<file path="src/rtl/dphy_pkg.sv">
// Shared D-PHY definitions used by the HS receive controller and its byte aligner.
package dphy_pkg;

  localparam int BYTE_W = 8;
  localparam int WORD_W = 32;
  localparam int LANES  = WORD_W / BYTE_W;

  // Leader byte that opens every HS burst; the TX HS controller sends this same value.
  localparam logic [BYTE_W-1:0] HS_SYNC_BYTE = 8'h1D;

  typedef enum logic [2:0] {
    RX_OFF,
    RX_SETTLE,
    RX_SYNC_SRCH,
    RX_DATA,
    RX_FLUSH,
    RX_ERR
  } rx_state_t;

  // Byte mask with the lowest n lanes set (n = 1..3 for a partial word).
  function automatic logic [LANES-1:0] low_mask(input logic [1:0] n);
    low_mask = LANES'((1 << n) - 1);
  endfunction

endpackage

</file>
<file path="src/rtl/dphy_byte_aligner.sv">
// Byte aligner: 16-bit window {current, previous}, 8-offset sync search with
// single-bit-error tolerance, and aligned byte output at the latched offset.
module dphy_byte_aligner
  import dphy_pkg::*;
(
  input  logic              clk,
  input  logic              rst,
  input  logic              shift,
  input  logic              lock,
  input  logic [BYTE_W-1:0] data_in,
  output logic              hit,
  output logic              hit_err1,
  output logic [BYTE_W-1:0] aligned
);

  logic [BYTE_W-1:0]   prev_byte;
  logic [2*BYTE_W-1:0] win_nxt;
  logic [2:0]          offset;
  logic [2:0]          k_exact;
  logic [2:0]          k_one;
  logic                exact;
  logic                one;
  logic [BYTE_W-1:0]   cand;

  // The window as it looks once the incoming byte is accepted; search and
  // alignment both act on it so lock and data need no extra cycle.
  assign win_nxt = {data_in, prev_byte};

  // Previous-byte half of the window and the offset latched at lock.
  always_ff @(posedge clk) begin
    if (rst) begin
      prev_byte <= '0;
      offset    <= '0;
    end else begin
      if (shift) prev_byte <= data_in;
      if (lock)  offset    <= hit_err1 ? k_one : k_exact;
    end
  end

  // Scan offsets high to low so the lowest matching offset is the one kept.
  always_comb begin
    exact   = 1'b0;
    one     = 1'b0;
    k_exact = '0;
    k_one   = '0;
    cand    = '0;
    for (int k = BYTE_W - 1; k >= 0; k--) begin
      cand = win_nxt[k +: BYTE_W];
      if (cand == HS_SYNC_BYTE) begin
        exact   = 1'b1;
        k_exact = 3'(k);
      end
      if ($countones(cand ^ HS_SYNC_BYTE) == 1) begin
        one   = 1'b1;
        k_one = 3'(k);
      end
    end
  end

  assign hit      = exact || one;
  assign hit_err1 = !exact && one;
  assign aligned  = win_nxt[offset +: BYTE_W];

endmodule

</file>
<file path="src/rtl/data_hs_rx_ctl.sv">
// HS receive controller: settle, SoT sync search, byte holdoff and 32-bit packing.
//
//   state        | meaning
//   RX_OFF       | lane idle, waiting for hs_rx_en
//   RX_SETTLE    | HS-settle wait, deserializer output ignored
//   RX_SYNC_SRCH | looking for the sync byte at any of 8 bit offsets
//   RX_DATA      | locked; aligned bytes go through holdoff into the packer
//   RX_FLUSH     | burst ended; emit any partial word, drop the trail byte
//   RX_ERR       | sync never found; wait for hs_rx_en to drop
module data_hs_rx_ctl
  import dphy_pkg::*;
#(
  parameter int SETTLE_CYCLES = 4,
  parameter int SYNC_TIMEOUT  = 16
) (
  input  logic              clk,
  input  logic              rst,
  input  logic              hs_rx_en,
  input  logic              deser_valid,
  input  logic [BYTE_W-1:0] deser_data,
  output logic              RxActiveHS,
  output logic              RxSyncHS,
  output logic              RxValidHS,
  output logic [WORD_W-1:0] RxDataHS,
  output logic [LANES-1:0]  RxByteMask,
  output logic              ErrSotHS,
  output logic              ErrSotSyncHS
);

  rx_state_t                      state;
  logic [7:0]                     settle_cnt;
  logic [7:0]                     srch_cnt;
  logic [BYTE_W-1:0]              hold_byte;
  logic                           hold_vld;
  logic [(LANES-1)*BYTE_W-1:0]    pack_word;
  logic [1:0]                     pack_cnt;
  logic                           in_srch;
  logic                           armed;
  logic                           shift;
  logic                           lock_now;
  logic                           hit;
  logic                           hit_err1;
  logic [BYTE_W-1:0]              aligned;

  // Search is armed from the second byte of the search phase onward.
  assign in_srch  = (state == RX_SYNC_SRCH);
  assign armed    = (srch_cnt != 8'(SYNC_TIMEOUT - 1));
  assign shift    = deser_valid && hs_rx_en && (in_srch || state == RX_DATA);
  assign lock_now = in_srch && hs_rx_en && deser_valid && armed && hit;

  dphy_byte_aligner u_aligner (
    .clk      (clk),
    .rst      (rst),
    .shift    (shift),
    .lock     (lock_now),
    .data_in  (deser_data),
    .hit      (hit),
    .hit_err1 (hit_err1),
    .aligned  (aligned)
  );

  // Receive FSM with holdoff, packer and registered outputs.
  always_ff @(posedge clk) begin
    if (rst) begin
      state        <= RX_OFF;
      settle_cnt   <= '0;
      srch_cnt     <= '0;
      hold_byte    <= '0;
      hold_vld     <= 1'b0;
      pack_word    <= '0;
      pack_cnt     <= '0;
      RxActiveHS   <= 1'b0;
      RxSyncHS     <= 1'b0;
      RxValidHS    <= 1'b0;
      RxDataHS     <= '0;
      RxByteMask   <= '0;
      ErrSotHS     <= 1'b0;
      ErrSotSyncHS <= 1'b0;
    end else begin
      RxSyncHS     <= 1'b0;
      RxValidHS    <= 1'b0;
      ErrSotHS     <= 1'b0;
      ErrSotSyncHS <= 1'b0;
      case (state)
        RX_OFF: begin
          if (hs_rx_en) begin
            state      <= RX_SETTLE;
            settle_cnt <= 8'(SETTLE_CYCLES - 1);
          end
        end
        RX_SETTLE: begin
          if (!hs_rx_en) begin
            state <= RX_OFF;
          end else if (settle_cnt == '0) begin
            state    <= RX_SYNC_SRCH;
            srch_cnt <= 8'(SYNC_TIMEOUT - 1);
          end else begin
            settle_cnt <= settle_cnt - 8'd1;
          end
        end
        RX_SYNC_SRCH: begin
          if (!hs_rx_en) begin
            state <= RX_OFF;
          end else if (deser_valid) begin
            if (lock_now) begin
              state      <= RX_DATA;
              RxSyncHS   <= 1'b1;
              RxActiveHS <= 1'b1;
              ErrSotHS   <= hit_err1;
              hold_vld   <= 1'b0;
              pack_word  <= '0;
              pack_cnt   <= '0;
            end else if (srch_cnt == '0) begin
              state        <= RX_ERR;
              ErrSotSyncHS <= 1'b1;
            end else begin
              srch_cnt <= srch_cnt - 8'd1;
            end
          end
        end
        RX_DATA: begin
          if (!hs_rx_en) begin
            state <= RX_FLUSH;
          end else if (deser_valid) begin
            // The held byte is committed only now that a successor exists.
            if (hold_vld) begin
              if (pack_cnt == 2'd3) begin
                RxValidHS  <= 1'b1;
                RxDataHS   <= {hold_byte, pack_word};
                RxByteMask <= 4'hF;
                pack_word  <= '0;
                pack_cnt   <= '0;
              end else begin
                pack_word[{pack_cnt, 3'b000} +: BYTE_W] <= hold_byte;
                pack_cnt <= pack_cnt + 2'd1;
              end
            end
            hold_byte <= aligned;
            hold_vld  <= 1'b1;
          end
        end
        RX_FLUSH: begin
          if (pack_cnt != '0) begin
            RxValidHS  <= 1'b1;
            RxDataHS   <= {{BYTE_W{1'b0}}, pack_word};
            RxByteMask <= low_mask(pack_cnt);
          end
          RxActiveHS <= 1'b0;
          hold_vld   <= 1'b0;
          pack_word  <= '0;
          pack_cnt   <= '0;
          state      <= RX_OFF;
        end
        RX_ERR: begin
          if (!hs_rx_en) state <= RX_OFF;
        end
        default: state <= RX_OFF;
      endcase
    end
  end

endmodule

</file>
<file path="config.mk">
export PLATFORM = sky130hd
export DESIGN_NAME = data_hs_rx_ctl
export DESIGN_NICKNAME = d
export VERILOG_FILES = /design/src/rtl/dphy_pkg.sv /design/src/rtl/dphy_byte_aligner.sv /design/src/rtl/data_hs_rx_ctl.sv
export SDC_FILE = /design/constraint.sdc
export NUM_CORES = 1
export LEC_CHECK = 0
export CAP_MARGIN = 20
export CORE_MARGIN = 4
export CORE_UTILIZATION = 45
export DETAILED_ROUTE_END_ITERATION = 10
export GPL_ROUTABILITY_DRIVEN = 0
export MAX_ROUTING_LAYER = met4
export PLACE_DENSITY = 0.67
export SETUP_SLACK_MARGIN = 0.02
export SYNTH_ARGS = -nofsm -noshare
export SYNTH_HDL_FRONTEND = slang
export SYNTH_SLANG_ARGS = --single-unit
</file>
<file path="constraint.sdc">
create_clock -name clk -period 5.5 [get_ports clk]
set_clock_uncertainty 0.15 [all_clocks]
set_input_delay 1.65 -clock clk [delete_from_list [all_inputs] [get_ports clk]]
set_output_delay 1.65 -clock clk [all_outputs]
set_load 0.1 [all_outputs]
</file>
# Word level (Yosys, flattened, before mapping)

Index checks and enable logic that the tools add are counted.

Flip-flop bits (word level): 106
Output and inout bits: 41

Add/sub/neg operators: 61
Eq/ne operators: 42
Shift operators: 4
Muxes and demuxes: 101
Bitwise operators: 12
Reductions and logical operators: 30

Operator list:

| operator               | count |
|---|---|
| $add 32x32->32         | 24 |
| $eq 32x2->1 const B    | 8 |
| $mux 24                | 7 |
| $mux 32                | 5 |
| $mux 3                 | 26 |
| $mux 8                 | 9 |
| $pmux 24 s3            | 1 |
| $add 1x1->2            | 32 |
| $eq 8x5->1 const B     | 8 |
| $pmux 32 s2            | 1 |
| $not 4->4              | 8 |
| $pmux 8 s2             | 2 |
| $mux 1                 | 31 |
| $ne 2x2->1 const B     | 14 |
| $bwmux 24              | 1 |
| $shift 8x7->24 const A | 1 |
| $shiftx 8x7->24        | 1 |
| $mux 4                 | 5 |
| $reduce_and 6->1       | 3 |
| $logic_not 8->1        | 2 |
| $shiftx 16x4->8        | 1 |
| $sub 8x1->8 const B    | 2 |
| $pmux 3 s5             | 1 |
| $mux 2                 | 7 |
| other kinds (28)       | 50 |

# Depth between registers and ports, before layout

Gate-level depths: netlist of run 1.

Depth in word-level cells: 19
Depth in mapped cells: 17
Depth with buffers taken out: 15

# Modules after synthesis

A second synthesis of run 1 with hierarchy kept.

Cell total of the unflattened synthesis: 775
Area, all modules: 6995.5 um2

By module, submodules not included:

| module            | instances | cells an instance | area an instance (um2) |
|---|---|---|---|
| data_hs_rx_ctl    | 1         | 485               | 4324.1 |
| dphy_byte_aligner | 1         | 290               | 2671.3 |

# Worst setup path before layout of run 1

No wires, ideal clock.

Path type: input-to-reg
From: input port deser_data[1]
To: register pack_word[22]
Library setup time: 0.070 ns
Arrival: 5.566 ns
Data required time: 5.280 ns
Slack: -0.287 ns
Stages on the path: 15
Path buffers: 1
Cell sequence: inv_1 > ha_1 > fa_1 > inv_1 > fa_1 > inv_1 > ha_1 > fa_1 > or4b_4 > nand4_4 > nor4_4 > a221o_1 > buf_6 > or4_1 > a21oi_1

Word-level cells in the longest chain between the ends: 17
Elaborated cells on any way between the ends: 53
Those cells by class: add/sub (18); eq/ne (13); mux (16); bitwise (3); reduce/logical (3)

Ends and longest elaborated chain:

| element                                            | RTL line                | text |
|---|---|---|
| start, declared                                    | data_hs_rx_ctl.sv:20    | `input logic [BYTE_W-1:0] deser_data,` |
| $not 4->4 (no source line)                         | -                       |  |
| $add 1x1->2 (implied by the code)                  | dphy_byte_aligner.sv:53 | `if ($countones(cand ^ HS_SYNC_BYTE) == 1) begin` |
| $add 32x32->32 (implied by the code) (2 in series) | dphy_byte_aligner.sv:53 |  |
| $eq 32x2->1                                        | dphy_byte_aligner.sv:53 |  |
| $mux 1 (8 in series)                               | dphy_byte_aligner.sv:53 |  |
| $logic_or 1x1->1 *                                 | dphy_byte_aligner.sv:60 | `assign hit = exact \|\| one;` |
| $logic_and 1x1->1 *                                | data_hs_rx_ctl.sv:49    | `assign lock_now = in_srch && hs_rx_en && deser_valid && armed && hit;` |
| $ne 2x1->1 (no source line) *                      | -                       |  |
| $reduce_and 7->1 (no source line) *                | -                       |  |
| end signal, assigned by index                      | data_hs_rx_ctl.sv:134   | `pack_word[{pack_cnt, 3'b000} +: BYTE_W] <= hold_byte;` |
| end, declared                                      | data_hs_rx_ctl.sv:35    | `logic [(LANES-1)*BYTE_W-1:0] pack_word;` |

Every way passes the cells marked *; elsewhere a longest branch is shown, timed or not.
A chain may end at the register's enable or synchronous reset.

# Worst setup path in the final report of run 1

From: input port deser_data[1]
To: register pack_word[10]

The elaborated chain is that of the path after synthesis.

==> results.ini, run 1 <==
[pwr]
p_int_w=0.001559
power_leakage_nw=3.211
p_sw_share_pct=34.16
p_switching_w=0.0008088
powerDensity_nw_per_um2=280.6
combPwrFrac_pct=36.6
pwr-share-seq_pct=37.0
finalPower_w=0.002368
p_clk_share_pct=26.3
ir_drop_mv=0.1604

[timing]
fin_crit_sh_pct=103.3
relSlewSlack_pct=23.43
finalCriticalPeriod_ns=5.684
max_freq_ghz=0.1759
tns_ns=-2.696
rsz0062_at_grt=yes
setup-violations-final=23
setup_slack_ns=-0.1836
worst_pin_slew_ns=1.144
slew_violations=0
hold_violations=0

[yosys]
synth_edf_count=0
yosys.area.top_type=dfxtp_1
syn_avg_cell_area_um2=9.079
synth_nets=860
synth_seq_cells=106
yosysUniqueCellTypes=62
synth_area_um2=6728
synth_common_cells=dfxtp_1 (106), nand2_1 (78), ha_1 (76), inv_1 (76), a21oi_1 (70)
synth_flop_cell=dfxtp_1
synth-seq-area-share_pct=31.54
ys_async_sr_fraction_pct=0
synth.most_common_cell=dfxtp_1
postSynthCellCount=741
synth_top_area_share_pct=31.54
yosys-top-cells-area=dfxtp_1 (32%), ha_1 (14%), fa_1 (9.2%), a21oi_1 (5.2%), nand2_1 (4.4%)
yosysWarnings=0

[global_routing]
grt_overflow=0
grt_max_degree=79
grt_usage_pct=21.20
first_global_vias=5748
antenna_found_initial=0
busiest_layer=met2
met2_usage_pct=36.09
grt_pass1_wl_um=28300
grt_use_met3_pct=2.743
met1_usage_pct=26.00

[clock_tree]
htreeDepth=3
cts_tree=built
cts_root_buffer=clkbuf_16
hold_buffers=0
clock_path_buffers=2
cts_made_buffers=9
cts_num_sinks=106
clkSlewWorstSetupHoldPaths_ns=0.07
insertion_delay_ns=0.34

[routing]
viasPerCell=5.571
wl_per_cell_um=16.70
wl_um=17050
vias=5688
ant_nets=0
first_pass_iters=5
drt_iter0_drc=363
drcViolationCount=0

[worst_setup_path]
worstSetupPathType=in -> reg
worstReg2RegStart=u_aligner.cand[7]$_SDFFE_PP0P_
crit_arrival_ns=5.80
crit_required_ns=5.62
start_kind=input port
r2r_end=pack_word[10]$_SDFFE_PP0P_
rr_worst_depth=18
reg2reg_slack_ns=0.52
cp_max_fo=8
end_kind=register

[hold_path]
holdPathEnd=RxDataHS[12]$_SDFFE_PP0P_
hp-class=reg -> reg
worstHoldStart=RxDataHS[12]$_SDFFE_PP0P_
min_path_cells=2

[die]
die-area_um2=16970
std_cell_rows=44
core_area_um2=14590
start_util_pct=46.11
dieWidth_um=130.3
io_pins=53
dieHeight_um=130.3

[layout]
syn_to_final_growth_pct=25.44
final_util_pct=57.85
drive_gt1_share_pct=19.47
final_net_count=951
antenna_cells=0

[outcome]
violations=negative setup slack
status=finished, violations left

[place]
hpwl_um=12830
portBuffers=52

[run]
maxCapViolations=0

[timing repair]
action,4_1_cts,5_1_grt
pin swaps,39,29
buffers inserted,8,3
resized for setup,60,31
setup endpoints to repair,45,31
gates cloned,3,0
[through the flow]
step | setup WS (ns) | cell area, um2 | instances | hold WS, ns
4_1_cts | -0.1649 | 8315 | 1018 | 0.3053
5_1_grt | -0.2688 | 8439 | 1021 | 0.3179
2_1_floorplan | -0.2659 | 6783 | 741 | 0.2829
3_5_place_dp | -0.9677 | 7766 | 991 | 0.2936
3_3_place_gp | -0.8531 | 7756 | 990 | 0.2893
6_report | -0.1836 | 8439 | 1021 | 0.3046
[power by group through the flow]
stage | logic (W) | clock network [W] | registers (W)
finish | 0.000867 | 0.000624 | 0.000877
global route | 0.000956 | 0.000669 | 0.000883
CTS | 0.000843 | 0.000641 | 0.000875
detailed placement | 0.000729 | 0 | 0.000893
global placement | 0.000697 | 0 | 0.000889
floorplan | 0.000534 | 0 | 0.000863
[flip-flops by register name (all words and copies together), names as in the netlist]
name,count
hold_byte,8
hold_vld,1
pack_cnt,2
RxValidHS,1
RxSyncHS,1
state,3
ErrSotSyncHS,1
u_aligner.offset,3
RxDataHS,32
srch_cnt,8
u_aligner.cand,8
ErrSotHS,1
RxActiveHS,1
pack_word,24
RxByteMask,4
settle_cnt,8
[how the worst max path moves through the flow]
stage	startpoint	cells past startpoint	slack [ns]	end
global route	deser_data[1]	16	-0.27	pack_word[10]$_SDFFE_PP0P_
global placement	deser_data[1]	16	-0.85	pack_word[22]$_SDFFE_PP0P_
finish	deser_data[1]	16	-0.18	pack_word[10]$_SDFFE_PP0P_
floorplan	deser_data[2]	15	-0.27	pack_word[22]$_SDFFE_PP0P_
CTS	deser_data[1]	16	-0.16	pack_word[20]$_SDFFE_PP0P_
detailed placement	deser_data[1]	16	-0.97	pack_word[23]$_SDFFE_PP0P_
[kinds of logic after synthesis]
group                      share of synthesized area [%]
AOI/OAI and AO/OA                                  13.69
xor gates and xnor gates                           1.432
adders and majority gates                          23.36
buffers and inverters                              6.658
DFF                                                31.54
muxes                                              4.612
and+or+nand+nor                                    18.71
[worst max-delay path, cell delays in order]
cell	delay [ns]
buf_8	0.07
clkinvlp_4	0.15
ha_4	0.31
inv_1	0.05
fa_2	0.34
fa_1	0.51
inv_1	0.04
ha_2	0.17
fa_1	0.47
or4b_4	0.58
nand4_4	0.10
nor4_4	0.05
a221o_2	0.45
clkbuf_16	0.19
or4_1	0.51
a21oi_1	0.15
[layout by cell type (no fill, tap or decap), types with 12 or more instances in the layout]
master	synthesis	routed
dfxtp_1	106	106
nand2_1	78	76
inv_1	76	70
ha_1	76	68
a21oi_1	70	59
buf_4	1	56
nor2_1	54	53
clkdlybuf4s50_1	0	46
fa_1	31	28
nand4_1	24	24
a211oi_1	15	15
mux2i_1	13	13
or4_4	0	13
o21ai_1	9	12
[final cells by class]
type | count | area (um2)
tap | 184 | 230.2
sequential | 106 | 2122
clock inverter | 5 | 47.55
inverter | 76 | 294.0
timing repair buffer | 117 | 1111
clock buffer | 11 | 242.7
multi-input combinational | 522 | 4392
fill | 1254 | 6150
[routing by layer]
metal	wire, um	vias up
li1	-	2777
met3	496	29
met5	0	-
met4	371	0
met1	7628	2774
met2	8553	108
No activity file was read; power rests on OpenSTA's default activity.
==> run 2: changes to the inputs <==
Settings changed: HOLD_SLACK_MARGIN from default to 0.12.
==> results of run 2 <==
No change in the layout: final DEF, timing and power equal those of run 1.
==> run 3: changes to the inputs <==
Settings changed: HOLD_SLACK_MARGIN 0.12 to 0.03.
==> results of run 3 <==
No change in the layout: final DEF, timing and power equal those of run 1.
